**src/rtl/sae_vigenere_if.sv**
```systemverilog
// sae_vigenere_if: request/response bundle for the sae_vigenere cipher engine.
//   master (stimulus side): drives mode, data_input, key_input, inputs_valid.
//   slave  (engine side)  : drives data_output, output_ready, key_loaded and
//                           the four one-cycle error pulses.
interface sae_vigenere_if;
    logic [1:0] mode;
    logic [7:0] data_input;
    logic [7:0] key_input;
    logic       inputs_valid;
    logic [7:0] data_output;
    logic       output_ready;
    logic       key_loaded;
    logic       err_invalid_ptxt_char;
    logic       err_invalid_seckey;
    logic       err_invalid_ctxt_char;
    logic       err_key_not_loaded;

    modport master (
        output mode, data_input, key_input, inputs_valid,
        input  data_output, output_ready, key_loaded, err_invalid_ptxt_char,
               err_invalid_seckey, err_invalid_ctxt_char, err_key_not_loaded
    );

    modport slave (
        input  mode, data_input, key_input, inputs_valid,
        output data_output, output_ready, key_loaded, err_invalid_ptxt_char,
               err_invalid_seckey, err_invalid_ctxt_char, err_key_not_loaded
    );
endinterface

```
**src/rtl/sae_vigenere.sv**
```systemverilog
// sae_vigenere: Vigenere letter cipher with a KEY_LEN-byte key.
//   clk   : rising-edge clock.
//   rst_n : asynchronous active-low reset.
//   bus   : sae_vigenere_if.slave
//           mode 00 resync use pointer, 01 load key byte, 10 encrypt, 11 decrypt.
//           Responses are registered (one-cycle latency); output_ready and err_*
//           are one-cycle pulses, key_loaded is a level, data_output holds.
module sae_vigenere #(
    parameter int KEY_LEN = 4,
    parameter int PTR_W   = (KEY_LEN > 1) ? $clog2(KEY_LEN) : 1
) (
    input  logic          clk,
    input  logic          rst_n,
    sae_vigenere_if.slave bus
);

    localparam logic [PTR_W-1:0] LAST_PTR = PTR_W'(KEY_LEN - 1);

    typedef enum logic [1:0] {
        ModeResync  = 2'b00,
        ModeKeyLoad = 2'b01,
        ModeEncrypt = 2'b10,
        ModeDecrypt = 2'b11
    } mode_e;

    // Valid key bytes are 1..25, so five bits per entry hold the whole range.
    logic [4:0]       r_key [KEY_LEN];
    logic [PTR_W-1:0] r_load_ptr;
    logic [PTR_W-1:0] r_use_ptr;
    logic             r_key_loaded;
    logic [7:0]       r_data_out;
    logic             r_out_ready;
    logic             r_err_ptxt;
    logic             r_err_seckey;
    logic             r_err_ctxt;
    logic             r_err_key_nl;

    mode_e      w_mode;
    logic       w_key_ok;
    logic       w_is_upper;
    logic       w_is_lower;
    logic       w_char_ok;
    logic [7:0] w_base;
    logic [4:0] w_offset;
    logic [4:0] w_key;
    logic [5:0] w_sum;
    logic [4:0] w_enc;
    logic [4:0] w_dec;
    logic [7:0] w_enc_char;
    logic [7:0] w_dec_char;

    assign w_mode     = mode_e'(bus.mode);
    assign w_key_ok   = (bus.key_input >= 8'd1) && (bus.key_input <= 8'd25);
    assign w_is_upper = (bus.data_input >= 8'h41) && (bus.data_input <= 8'h5A);
    assign w_is_lower = (bus.data_input >= 8'h61) && (bus.data_input <= 8'h7A);
    assign w_char_ok  = w_is_upper || w_is_lower;

    // Case is preserved by shifting relative to the letter's own base.
    assign w_base   = w_is_upper ? 8'h41 : 8'h61;
    assign w_offset = 5'(bus.data_input - w_base);
    assign w_key    = r_key[r_use_ptr];

    // Both operands are <= 25, so one conditional subtract/add completes mod 26.
    assign w_sum      = 6'(w_offset) + 6'(w_key);
    assign w_enc      = (w_sum >= 6'd26) ? 5'(w_sum - 6'd26) : 5'(w_sum);
    assign w_dec      = (w_offset >= w_key) ? (w_offset - w_key)
                                            : 5'(6'(w_offset) + 6'd26 - 6'(w_key));
    assign w_enc_char = w_base + {3'b000, w_enc};
    assign w_dec_char = w_base + {3'b000, w_dec};

    always_ff @(posedge clk or negedge rst_n) begin
        if (!rst_n) begin
            r_key        <= '{default: '0};
            r_load_ptr   <= '0;
            r_use_ptr    <= '0;
            r_key_loaded <= 1'b0;
            r_data_out   <= '0;
            r_out_ready  <= 1'b0;
            r_err_ptxt   <= 1'b0;
            r_err_seckey <= 1'b0;
            r_err_ctxt   <= 1'b0;
            r_err_key_nl <= 1'b0;
        end else begin
            r_out_ready  <= 1'b0;
            r_err_ptxt   <= 1'b0;
            r_err_seckey <= 1'b0;
            r_err_ctxt   <= 1'b0;
            r_err_key_nl <= 1'b0;
            if (bus.inputs_valid) begin
                unique case (w_mode)
                    ModeResync: begin
                        r_use_ptr <= '0;
                    end
                    ModeKeyLoad: begin
                        if (w_key_ok) begin
                            r_key[r_load_ptr] <= bus.key_input[4:0];
                            if (r_load_ptr == LAST_PTR) begin
                                // Completion wins over the "new load" clear when KEY_LEN == 1.
                                r_key_loaded <= 1'b1;
                                r_load_ptr   <= '0;
                                r_use_ptr    <= '0;
                            end else begin
                                if (r_load_ptr == '0) begin
                                    r_key_loaded <= 1'b0;
                                end
                                r_load_ptr <= r_load_ptr + PTR_W'(1);
                            end
                        end else begin
                            r_err_seckey <= 1'b1;
                            r_load_ptr   <= '0;
                            r_key_loaded <= 1'b0;
                        end
                    end
                    ModeEncrypt, ModeDecrypt: begin
                        r_out_ready <= 1'b1;
                        if (!r_key_loaded) begin
                            r_err_key_nl <= 1'b1;
                            r_data_out   <= '0;
                        end else if (!w_char_ok) begin
                            r_err_ptxt <= (w_mode == ModeEncrypt);
                            r_err_ctxt <= (w_mode == ModeDecrypt);
                            r_data_out <= '0;
                        end else begin
                            r_data_out <= (w_mode == ModeEncrypt) ? w_enc_char : w_dec_char;
                            r_use_ptr  <= (r_use_ptr == LAST_PTR) ? '0
                                                                   : r_use_ptr + PTR_W'(1);
                        end
                    end
                    default: ;
                endcase
            end
        end
    end

    assign bus.data_output           = r_data_out;
    assign bus.output_ready          = r_out_ready;
    assign bus.key_loaded            = r_key_loaded;
    assign bus.err_invalid_ptxt_char = r_err_ptxt;
    assign bus.err_invalid_seckey    = r_err_seckey;
    assign bus.err_invalid_ctxt_char = r_err_ctxt;
    assign bus.err_key_not_loaded    = r_err_key_nl;

endmodule
```
**src/flat_wrapper.sv**
```systemverilog
// flat-port wrapper written by rule: the top's interface ports become plain ports
module sae_vigenere_flat 
#(
    parameter int KEY_LEN = 4,
    parameter int PTR_W   = (KEY_LEN > 1) ? $clog2(KEY_LEN) : 1
)
  (clk, rst_n, bus_mode, bus_data_input, bus_key_input, bus_inputs_valid, bus_data_output, bus_output_ready, bus_key_loaded, bus_err_invalid_ptxt_char, bus_err_invalid_seckey, bus_err_invalid_ctxt_char, bus_err_key_not_loaded);
  sae_vigenere_if bus_i ();
  input  logic clk;
  input  logic rst_n;
  input wire logic [$bits(bus_i.mode)-1:0] bus_mode;
  input wire logic [$bits(bus_i.data_input)-1:0] bus_data_input;
  input wire logic [$bits(bus_i.key_input)-1:0] bus_key_input;
  input wire logic [$bits(bus_i.inputs_valid)-1:0] bus_inputs_valid;
  output wire logic [$bits(bus_i.data_output)-1:0] bus_data_output;
  output wire logic [$bits(bus_i.output_ready)-1:0] bus_output_ready;
  output wire logic [$bits(bus_i.key_loaded)-1:0] bus_key_loaded;
  output wire logic [$bits(bus_i.err_invalid_ptxt_char)-1:0] bus_err_invalid_ptxt_char;
  output wire logic [$bits(bus_i.err_invalid_seckey)-1:0] bus_err_invalid_seckey;
  output wire logic [$bits(bus_i.err_invalid_ctxt_char)-1:0] bus_err_invalid_ctxt_char;
  output wire logic [$bits(bus_i.err_key_not_loaded)-1:0] bus_err_key_not_loaded;
  assign bus_i.mode = bus_mode;
  assign bus_i.data_input = bus_data_input;
  assign bus_i.key_input = bus_key_input;
  assign bus_i.inputs_valid = bus_inputs_valid;
  assign bus_data_output = bus_i.data_output;
  assign bus_output_ready = bus_i.output_ready;
  assign bus_key_loaded = bus_i.key_loaded;
  assign bus_err_invalid_ptxt_char = bus_i.err_invalid_ptxt_char;
  assign bus_err_invalid_seckey = bus_i.err_invalid_seckey;
  assign bus_err_invalid_ctxt_char = bus_i.err_invalid_ctxt_char;
  assign bus_err_key_not_loaded = bus_i.err_key_not_loaded;
  sae_vigenere #(.KEY_LEN(KEY_LEN), .PTR_W(PTR_W)) u_core (.clk(clk), .rst_n(rst_n), .bus(bus_i));
endmodule
```
**config.mk**
```make
export PLATFORM = sky130hd
export DESIGN_NAME = sae_vigenere_flat
export DESIGN_NICKNAME = d
export VERILOG_FILES = /design/src/rtl/sae_vigenere_if.sv /design/src/rtl/sae_vigenere.sv /design/src/flat_wrapper.sv
export SDC_FILE = /design/constraint.sdc
export NUM_CORES = 1
export LEC_CHECK = 0
export CAP_MARGIN = 25
export CORE_ASPECT_RATIO = 1.25
export CORE_MARGIN = 5
export CORE_UTILIZATION = 55
export DETAILED_ROUTE_END_ITERATION = 7
export HOLD_SLACK_MARGIN = 0.12
export PLACE_DENSITY = 0.89
export SLEW_MARGIN = 20
export SYNTH_ARGS = -nofsm -noshare
export SYNTH_HDL_FRONTEND = slang
export SYNTH_SLANG_ARGS = --single-unit
```
**constraint.sdc**
```tcl
create_clock -name clk -period 5.4 [get_ports clk]
set_input_delay 0.54 -clock clk [delete_from_list [all_inputs] [get_ports clk]]
set_output_delay 0.54 -clock clk [all_outputs]
set_load 0.03 [all_outputs]
```
Yosys cells after proc, flatten, opt, wreduce, memory -nomap -nowiden
Cells that the tools add are included.

Eq/ne operators: 10. Mux-type cells: 39. $lt $le $gt $ge: 11. Add/subtract/negate cells: 10. Reductions and logical operators: 13. Bitwise operators: 2.

Operators by type and width (count): $mux W5 (5); $mux W8 (3); $bwmux W20 (1); $mux W1 (19); $add A7 B5 Y8 (2); $ge A8 B7 Y1 const B (2); $le A8 B7 Y1 const B (2); $sub A5 B5 Y5 (3); $mux W2 (7); $bmux W5 S2 (1); $demux W5 S2 (1); $eq A2 B2 Y1 const B (4); $ge A8 B1 Y1 const B (1); $le A8 B5 Y1 const B (1); $ne A2 B1 Y1 const B (4); $add A5 B5 Y6 (1); $ge A3 B3 Y1 const B (2); $ge A6 B5 Y1 const B (1); $mux W6 (1); $not A2 Y3 (2); $pmux W2 S3 (1); $reduce_and A3 Y1 (2); $add A5 B5 Y5 const B (1); $ge A5 B5 Y1 (1); 11 further kinds (17).

Bits in registers: 38. Word-level logic and storage cells: 98.

Logic depth before layout (Yosys ltp)
Gate-level depths: netlist of the first run.

Word-level depth: 11. Gate-level depth with buffers: 16. Mapped depth without buffers: 15.

Least setup slack after synthesis of the first run
No wires, ideal clock.

Path kind: register to register. Start point: register u_core.r_use_ptr[0]. End point: register u_core.r_data_out[5], in the netlist u_core.bus.data_output[5]. Data required time: 5278 ps. Clock period less this slack: 3958 ps. Arrival time: 3837 ps. Slack: 1442 ps. Buffers on the path: 1. Cell stages (with the launch flop): 13. Setup time: 122 ps. Path through: dfrtp_1 -> clkbuf_1 -> mux4_2 -> ha_1 -> fa_1 -> inv_1 -> ha_1 -> or4_1 -> and3_1 -> a31oi_1 -> o211a_1 -> nand4_1 -> a32o_1.

Word-level cells in the longest chain between the ends: 11. Elaborated cells on any way between the ends: 17. Those cells by class: add/sub (6); order compare (2); mux (8); bitwise (1).

Ends and longest elaborated chain: start, declared (RTL line sae_vigenere.sv:29) `logic [PTR_W-1:0] r_use_ptr;`; start signal, assigned (RTL line sae_vigenere.sv:125) `r_use_ptr <= (r_use_ptr == LAST_PTR) ? '0`; $not A2 Y3 (implied by the code) (*) (RTL line sae_vigenere.sv:61) `assign w_key = r_key[r_use_ptr];`; $bmux W5 S2 (*) (RTL line sae_vigenere.sv:61); $mux W5 (implied by the code) (*) (2 in series) (RTL line sae_vigenere.sv:61); $add A5 B5 Y6 (RTL line sae_vigenere.sv:64) `assign w_sum = 6'(w_offset) + 6'(w_key);`; $sub A5 B5 Y5 or $ge A6 B5 Y1 (tied branches) (RTL line sae_vigenere.sv:65) `assign w_enc = (w_sum >= 6'd26) ? 5'(w_sum - 6'd26) : 5'(w_sum);`; $mux W5 (RTL line sae_vigenere.sv:65); $add A7 B5 Y8 (RTL line sae_vigenere.sv:68) `assign w_enc_char = w_base + {3'b000, w_enc};`; $mux W8 (*) (RTL line sae_vigenere.sv:124) `r_data_out <= (w_mode == ModeEncrypt) ? w_enc_char : w_dec_char;`; $mux W8 (*) (RTL line sae_vigenere.sv:119) `end else if (!w_char_ok) begin`; $mux W8 (*) (RTL line sae_vigenere.sv:116) `if (!r_key_loaded) begin`; end signal, assigned (RTL line sae_vigenere.sv:124); end, declared (RTL line sae_vigenere.sv:31) `logic [7:0] r_data_out;`.

Every way passes the cells marked *; elsewhere a longest branch is shown, timed or not. The select of a mux whose other input is x is not followed. A chain may end at the register's enable or synchronous reset.

Final worst setup path of the first run
Same ends and word-level chain as after synthesis.

==> impl_metrics.ini, run 1 <==
[min_path]
hold_start = u_core.bus.data_output[2]
worst_hold_path.endpoint = u_core.bus.data_output[2]
hold_class = flop to flop
hold_depth = 2

[die]
die_w_microns = 74.0
io_pins = 35
start_util_pct = 56.2
die_area_sq_um = 6660
fp-row-count = 29
chipHeight_microns = 90.0
core_sq_um = 5010

[logic_synthesis]
synth_area_leaders = dfrtp_1 34%, ha_1 11%, mux2_2 8.0%
synthCells = 270
synth-edff-count = 0
synthFlopType = dfrtp_1
yosysMostFrequentCell = dfrtp_1
synth_nets = 320
synth.avg_cell_area_sq_um = 10.4
yosysWarnings = 0
synth.yosys.seq_area_share_pct = 33.8
synth_top_area_share_pct = 33.8
yosysTopAreaCell = dfrtp_1
synth_cell_types = 59
synth_common_cells = 38 x dfrtp_1, 25 x ha_1, 24 x inv_1
synth-seq-cells = 38
synth_area_sq_um = 2810
ys_async_sr_fraction_pct = 100

[clock_tree]
clk_latency_ns = 0.29
htree_levels = 2
cts_buffer_depth = 2
cts_hold_buf = 0
cts_made_buffers = 5
cts-root-buf = clkbuf_8
clkSlewWorstSetupHoldPaths_ns = 0.07
clkSinkCount = 38
cts_tree = built
cts_setup_buffers = 0
cts-resized-gates = 0

[pwr]
vdd_drop_max_v = 0.000211
power.leakage_nw = 1.52
p_int_w = 0.000611
p_per_area_nw_per_um2 = 298
switching_share_pct = 37.6
p_switching_w = 0.000368
power_frac_comb_pct = 47.8
clkPwrFrac_pct = 20.0
seqPwrFrac_pct = 32.1

[sta]
finalHoldViolCount = 0
finalMaxSlewViolations = 0
finalSetupViolCount = 0
relSlewSlack_pct = 48.0
post-route-period-util_pct = 76.5
finClkSkew_ns = 0.00421
period_needed_ns = 4.13
worst_pin_slew_ns = 0.773
rsz0062_at_grt = false
whs_ns = 0.486
clock.fmax_ghz = 0.242
setup_tns_ns = 0

[run]
cap_violations = 0

[cells_and_area]
drive_above_1_share_pct = 14.7
final_nets = 356
n_fill_cell = 403
area.growth.synth_to_final_pct = 16.6
n_antenna_cell = 0
fin_util_pct = 65.5

[critical_path]
r2r_cells = 11
r2r_slack_ns = 1.27
r2r-start = u_core.r_use_ptr[0]
worstPathRequired_ns = 5.58
cp-start-kind = flop
arrival_ns = 4.31
worstSetupPathType = flop to flop
worstPathMaxFanout = 8
worstReg2RegEnd = u_core.bus.data_output[5]
cp-end-kind = flop

[outcome]
outcome = complete, no violations

[global_route]
grt_max_degree = 39
grt_pass1_vias = 2250
antenna_found_initial = 0
grt_pass1_wl_microns = 10500
grt.overflow.total = 0
track_usage_pct = 19.8

[route]
first_iter_violations = 145
vias_per_cell = 5.89
final_antenna_net_count = 0
first_pass_iters = 6
avgRoutedWirePerCell_microns = 16.5
vias = 2173
drc = 0
wirelength_microns = 6100

[place]
gp_congestion = 0.902
dpl.hpwl_microns = 4850
io_buffer_count = 34
==> registers in the layout (all words and copies together), names as in the netlist <==
register and count:
u_core.r_key 20, u_core.bus.data_output 8, u_core.r_load_ptr 2, u_core.r_use_ptr 2, u_core.bus.err_invalid_ctxt_char 1, u_core.bus.err_invalid_ptxt_char 1
u_core.bus.err_invalid_seckey 1, u_core.bus.err_key_not_loaded 1, u_core.bus.key_loaded 1, u_core.bus.output_ready 1
==> worst max-delay path, stage by stage (launching register included) <==
cell and delay [ns]:
dfrtp_1 0.60, mux4_2 0.59, ha_1 0.24, fa_1 0.49
xor2_1 0.23, ha_1 0.24, or4_1 0.51, and3_1 0.18
a31oi_1 0.31, o211a_1 0.25, nand4_1 0.10, a32o_1 0.29
==> logic make-up (layout without fill, tap and decap cells) <==
family	after synthesis	after routing	synth area share [%]
muxes	27	27	12.7
adders and majority gates	29	29	14.0
DFF	38	38	33.8
xor gates and xnor gates	14	14	4.36
AOI/OAI and AO/OA	55	55	15.2
buffers and inverters	30	67	4.94
and+or+nand+nor	77	77	15.0
==> cell usage in the layout, fill, tap and decap left out, drive strengths merged, types with 2 or more instances in the layout <==
master	count
xnor2	6
o211ai	2
nand3b	3
a211o	2
xor2	8
nand3	4
a21oi	11
nand4	2
or2	3
mux4	5
nor3	3
nand2	21
a31oi	2
clkbuf	7
mux2i	2
mux2	20
dfrtp	38
a22oi	2
clkdlybuf4s50	34
a21o	3
ha	25
nor2b	2
o21ai	10
inv	24
and3	5
o21a	2
o31a	2
nor2	17
nand2b	6
fa	4
or4	4
and2b	3
a22o	4
==> through the flow <==
| stage | total power (W) | setup slack [ns] | cell area [sq um] | cells |
|---|---|---|---|---|
| final | 0.000980 | 1.27 | 3280 | 369 |
| after global routing | 0.00105 | 1.13 | 3280 | 369 |
| after CTS | 0.000982 | 1.28 | 3280 | 369 |
| after detailed placement | 0.000782 | 1.03 | 3190 | 361 |
| after global placement | 0.000767 | 1.12 | 3190 | 361 |
| after floorplan | 0.000690 | 1.44 | 2810 | 270 |
==> area by class of cell <==
cell class,instances,area (sq um),share of cell area (%)
multi-input combinational,202,1720,52.5
timing repair buffer,35,348,10.6
clock buffer,7,86.3,2.63
inverter,24,90.1,2.74
sequential,38,951,29.0
tap,62,77.6,2.36
clock inverter,1,5.00,0.152
==> worst max path at each step <==
stage | slack [ns] | from | cells past startpoint | end
after floorplan | 1.44 | u_core.r_use_ptr[0] | 12 | u_core.bus.data_output[5]
after global placement | 1.12 | bus_data_input[0] | 13 | u_core.bus.data_output[5]
after detailed placement | 1.03 | bus_data_input[0] | 13 | u_core.bus.data_output[5]
after CTS | 1.28 | u_core.r_use_ptr[0] | 11 | u_core.bus.data_output[5]
after global routing | 1.13 | u_core.r_use_ptr[0] | 11 | u_core.bus.data_output[5]
final | 1.27 | u_core.r_use_ptr[0] | 11 | u_core.bus.data_output[5]
==> metal layers <==
| layer | up-vias | share of wire, % | GRT usage (%) |
|---|---|---|---|
| met5 | - | 0 | 0 |
| met4 | 0 | 2.3 | 7.10 |
| met3 | 14 | 4.4 | 3.68 |
| met2 | 54 | 55 | 35.2 |
| met1 | 1071 | 39 | 22.9 |
| li1 | 1034 | - | - |
==> power groups by stage <==
stage,combinational (W),sequential (W),clock [W]
global placement,0.000449,0.000319,0
floorplan,0.000377,0.000314,0
finish,0.000469,0.000315,0.000196
global route,0.000519,0.000317,0.000215
detailed placement,0.000463,0.000320,0
CTS,0.000466,0.000315,0.000202
No activity file was read; power rests on OpenSTA's default activity.
==> inputs of run 2 (changes only) <==
--- a/config.mk
+++ b/config.mk
@@ -8,10 +8,10 @@
 export CAP_MARGIN = 25
 export CORE_ASPECT_RATIO = 1.25
 export CORE_MARGIN = 5
-export CORE_UTILIZATION = 55
+export CORE_UTILIZATION = 51
 export DETAILED_ROUTE_END_ITERATION = 7
 export HOLD_SLACK_MARGIN = 0.12
-export PLACE_DENSITY = 0.89
+export PLACE_DENSITY = 0.87
 export SLEW_MARGIN = 20
 export SYNTH_ARGS = -nofsm -noshare
 export SYNTH_HDL_FRONTEND = slang
==> constraint.sdc (replaced) <==
create_clock -name clk -period 3.3 [get_ports clk]
set_input_delay 0.33 -clock clk [delete_from_list [all_inputs] [get_ports clk]]
set_output_delay 0.33 -clock clk [all_outputs]
set_load 0.03 [all_outputs]
==> impl_metrics.ini, run 2 (synthesis gave the netlist of run 1 again) <==
[route]
wirelength_microns = 7920
first_pass_iters = 5
final_antenna_net_count = 0
first_iter_violations = 180
avgRoutedWirePerCell_microns = 18.3
drc = 0
vias = 2474
vias_per_cell = 5.73

[sta]
finalSetupViolCount = 7
relSlewSlack_pct = 53.8
rsz0062_at_grt = true
clock.fmax_ghz = 0.279
final.setup.worst_slack_ns = -0.289
finalHoldViolCount = 0
period_needed_ns = 3.59
finClkSkew_ns = 0.00808
worst_pin_slew_ns = 0.687
post-route-period-util_pct = 109
finalMaxSlewViolations = 0

[pwr]
p_switching_w = 0.000784
power.leakage_nw = 1.85
power_frac_comb_pct = 60.2
p_total_w = 0.00209
p_per_area_nw_per_um2 = 537
switching_share_pct = 37.5
p_int_w = 0.00131
seqPwrFrac_pct = 24.1
vdd_drop_max_v = 0.000499
clkPwrFrac_pct = 15.7

[critical_path]
cpPeakStageDelay_ns = 0.65
path_common_cell = ha_4
worstPathRequired_ns = 3.49
cp-end-kind = flop
crit_family = adder cells
arrival_ns = 3.78
worstPathMaxFanout = 3
worstSetupPathType = flop to flop
path_buf_inv = 1
crit_path_top_delay_cell = fa_2
cp_cell_sequence = mux4_2, ha_4, fa_2, inv_2, ha_4, or4_4, and3_4, a31oi_4, o211a_1, nand4_1, a32o_1
cp-start-kind = flop

[place]
dp_slack_ns = -0.504
dpl.hpwl_microns = 5650
io_buffer_count = 34
dp_cells = 412
gp_congestion = 0.968
post_dp_cell_area_sq_um = 3600

[cells_and_area]
top_register = u_core.r_key
area.growth.synth_to_final_pct = 38.6
layout_commonest_cell = buf_4
final_cell_count_no_fill = 432
final_nets = 417
fin_util_pct = 72.2
final_cell_mix = 58 x buf_4, 38 x dfrtp_1, 34 x clkdlybuf4s50_1, 22 x inv_1, 21 x nand2_1
n_antenna_cell = 0
final_area_sq_um = 3900
largest_register_ffs = 20
drive_above_1_share_pct = 34.2

[global_route]
grt.overflow.total = 0
grt_max_degree = 39
antenna_found_initial = 0
track_usage_pct = 21.8
grt_pass1_wl_microns = 12400
grt_pass1_vias = 2578

[die]
fp-row-count = 30
io_pins = 35
start_util_pct = 52.1
core_sq_um = 5410
chipHeight_microns = 93.1
die_w_microns = 76.4
die_area_sq_um = 7110

[min_path]
hold_class = primary input to async pin

[run]
cap_violations = 0

[outcome]
outcome = finished with violations
violations = negative setup slack

[clock_tree]
clk_latency_ns = 0.29
clkSinkCount = 38
htree_levels = 2
cts-root-buf = clkbuf_8
cts_tree = built
cts_made_buffers = 5
clkSlewWorstSetupHoldPaths_ns = 0.07
cts_buffer_depth = 2
## run 2: cell types whose count changed in the layout (fill, tap and decap cells not counted), sizes merged
cell,previous run,this run
buf,1,62
## run 2: worst paths after layout
kind	slack (ns)	to	cells after the start	start
setup / recovery	-0.29	u_core.bus.data_output[5]	11	u_core.r_use_ptr[0]
hold / removal	0.45	u_core.bus.data_output[6]	2	rst_n
setup reg to reg	-0.29	u_core.bus.data_output[5]	11	u_core.r_use_ptr[0]
hold reg to reg	0.51	u_core.r_key[2]	1	u_core.r_key[2]
max in group asynchronous	2.52	u_core.r_key[1]	2	rst_n
min in group clk	0.51	u_core.r_key[2]	1	u_core.r_key[2]
## run 2: worst reg2reg max path: stages, from the launching register on
cell and delay [ns]:
dfrtp_1 0.42, mux4_2 0.57, ha_4 0.20, fa_2 0.65, inv_2 0.07, ha_4 0.16
or4_4 0.50, and3_4 0.17, a31oi_4 0.15, o211a_1 0.23, nand4_1 0.10, a32o_1 0.26
## run 2: final cells by class
| class | instances | area [sq um] |
|---|---|---|
| inverters | 24 | 90.1 |
| multi-input cells | 202 | 1870 |
| repair buffers | 96 | 821 |
| flip-flops and latches | 38 | 951 |
| clock buffers | 7 | 86.3 |
| well taps | 64 | 80.1 |
| fillers | 357 | 1500 |
| clock inverters | 1 | 5.00 |
## run 2: per-layer routing
layer	track usage [%]	up-vias	share of wire (%)
li1	-	1162	-
met3	2.99	26	3.6
met2	40.7	78	54
met1	24.2	1208	39
met4	10.2	0	3.1
met5	0	-	0
## run 2: stage by stage
step	hold WS [ns]	TNS, ns
final	0.448	-1.46
after CTS	0.465	-1.06
after global routing	0.507	-2.53
after global placement	0.479	-1.71
after detailed placement	0.486	-2.77
after floorplan	0.0344	-0.646
## run 2: timing repair
action / in CTS / in global routing
pin swaps: 6 / 16
resized for setup: 10 / 12
buffers inserted: 5 / 7
hold buffers: 0 / 0
setup endpoints to repair: 7 / 7
## run 2: power groups by stage
stage          Clock [W]  Sequential, W  Combinational, W
5_1_grt         0.000356       0.000507           0.00135
6_report        0.000329       0.000505           0.00126
4_1_cts         0.000331       0.000504           0.00112
3_3_place_gp           0       0.000511          0.000986
3_5_place_dp           0       0.000513           0.00103
2_1_floorplan          0       0.000514          0.000650
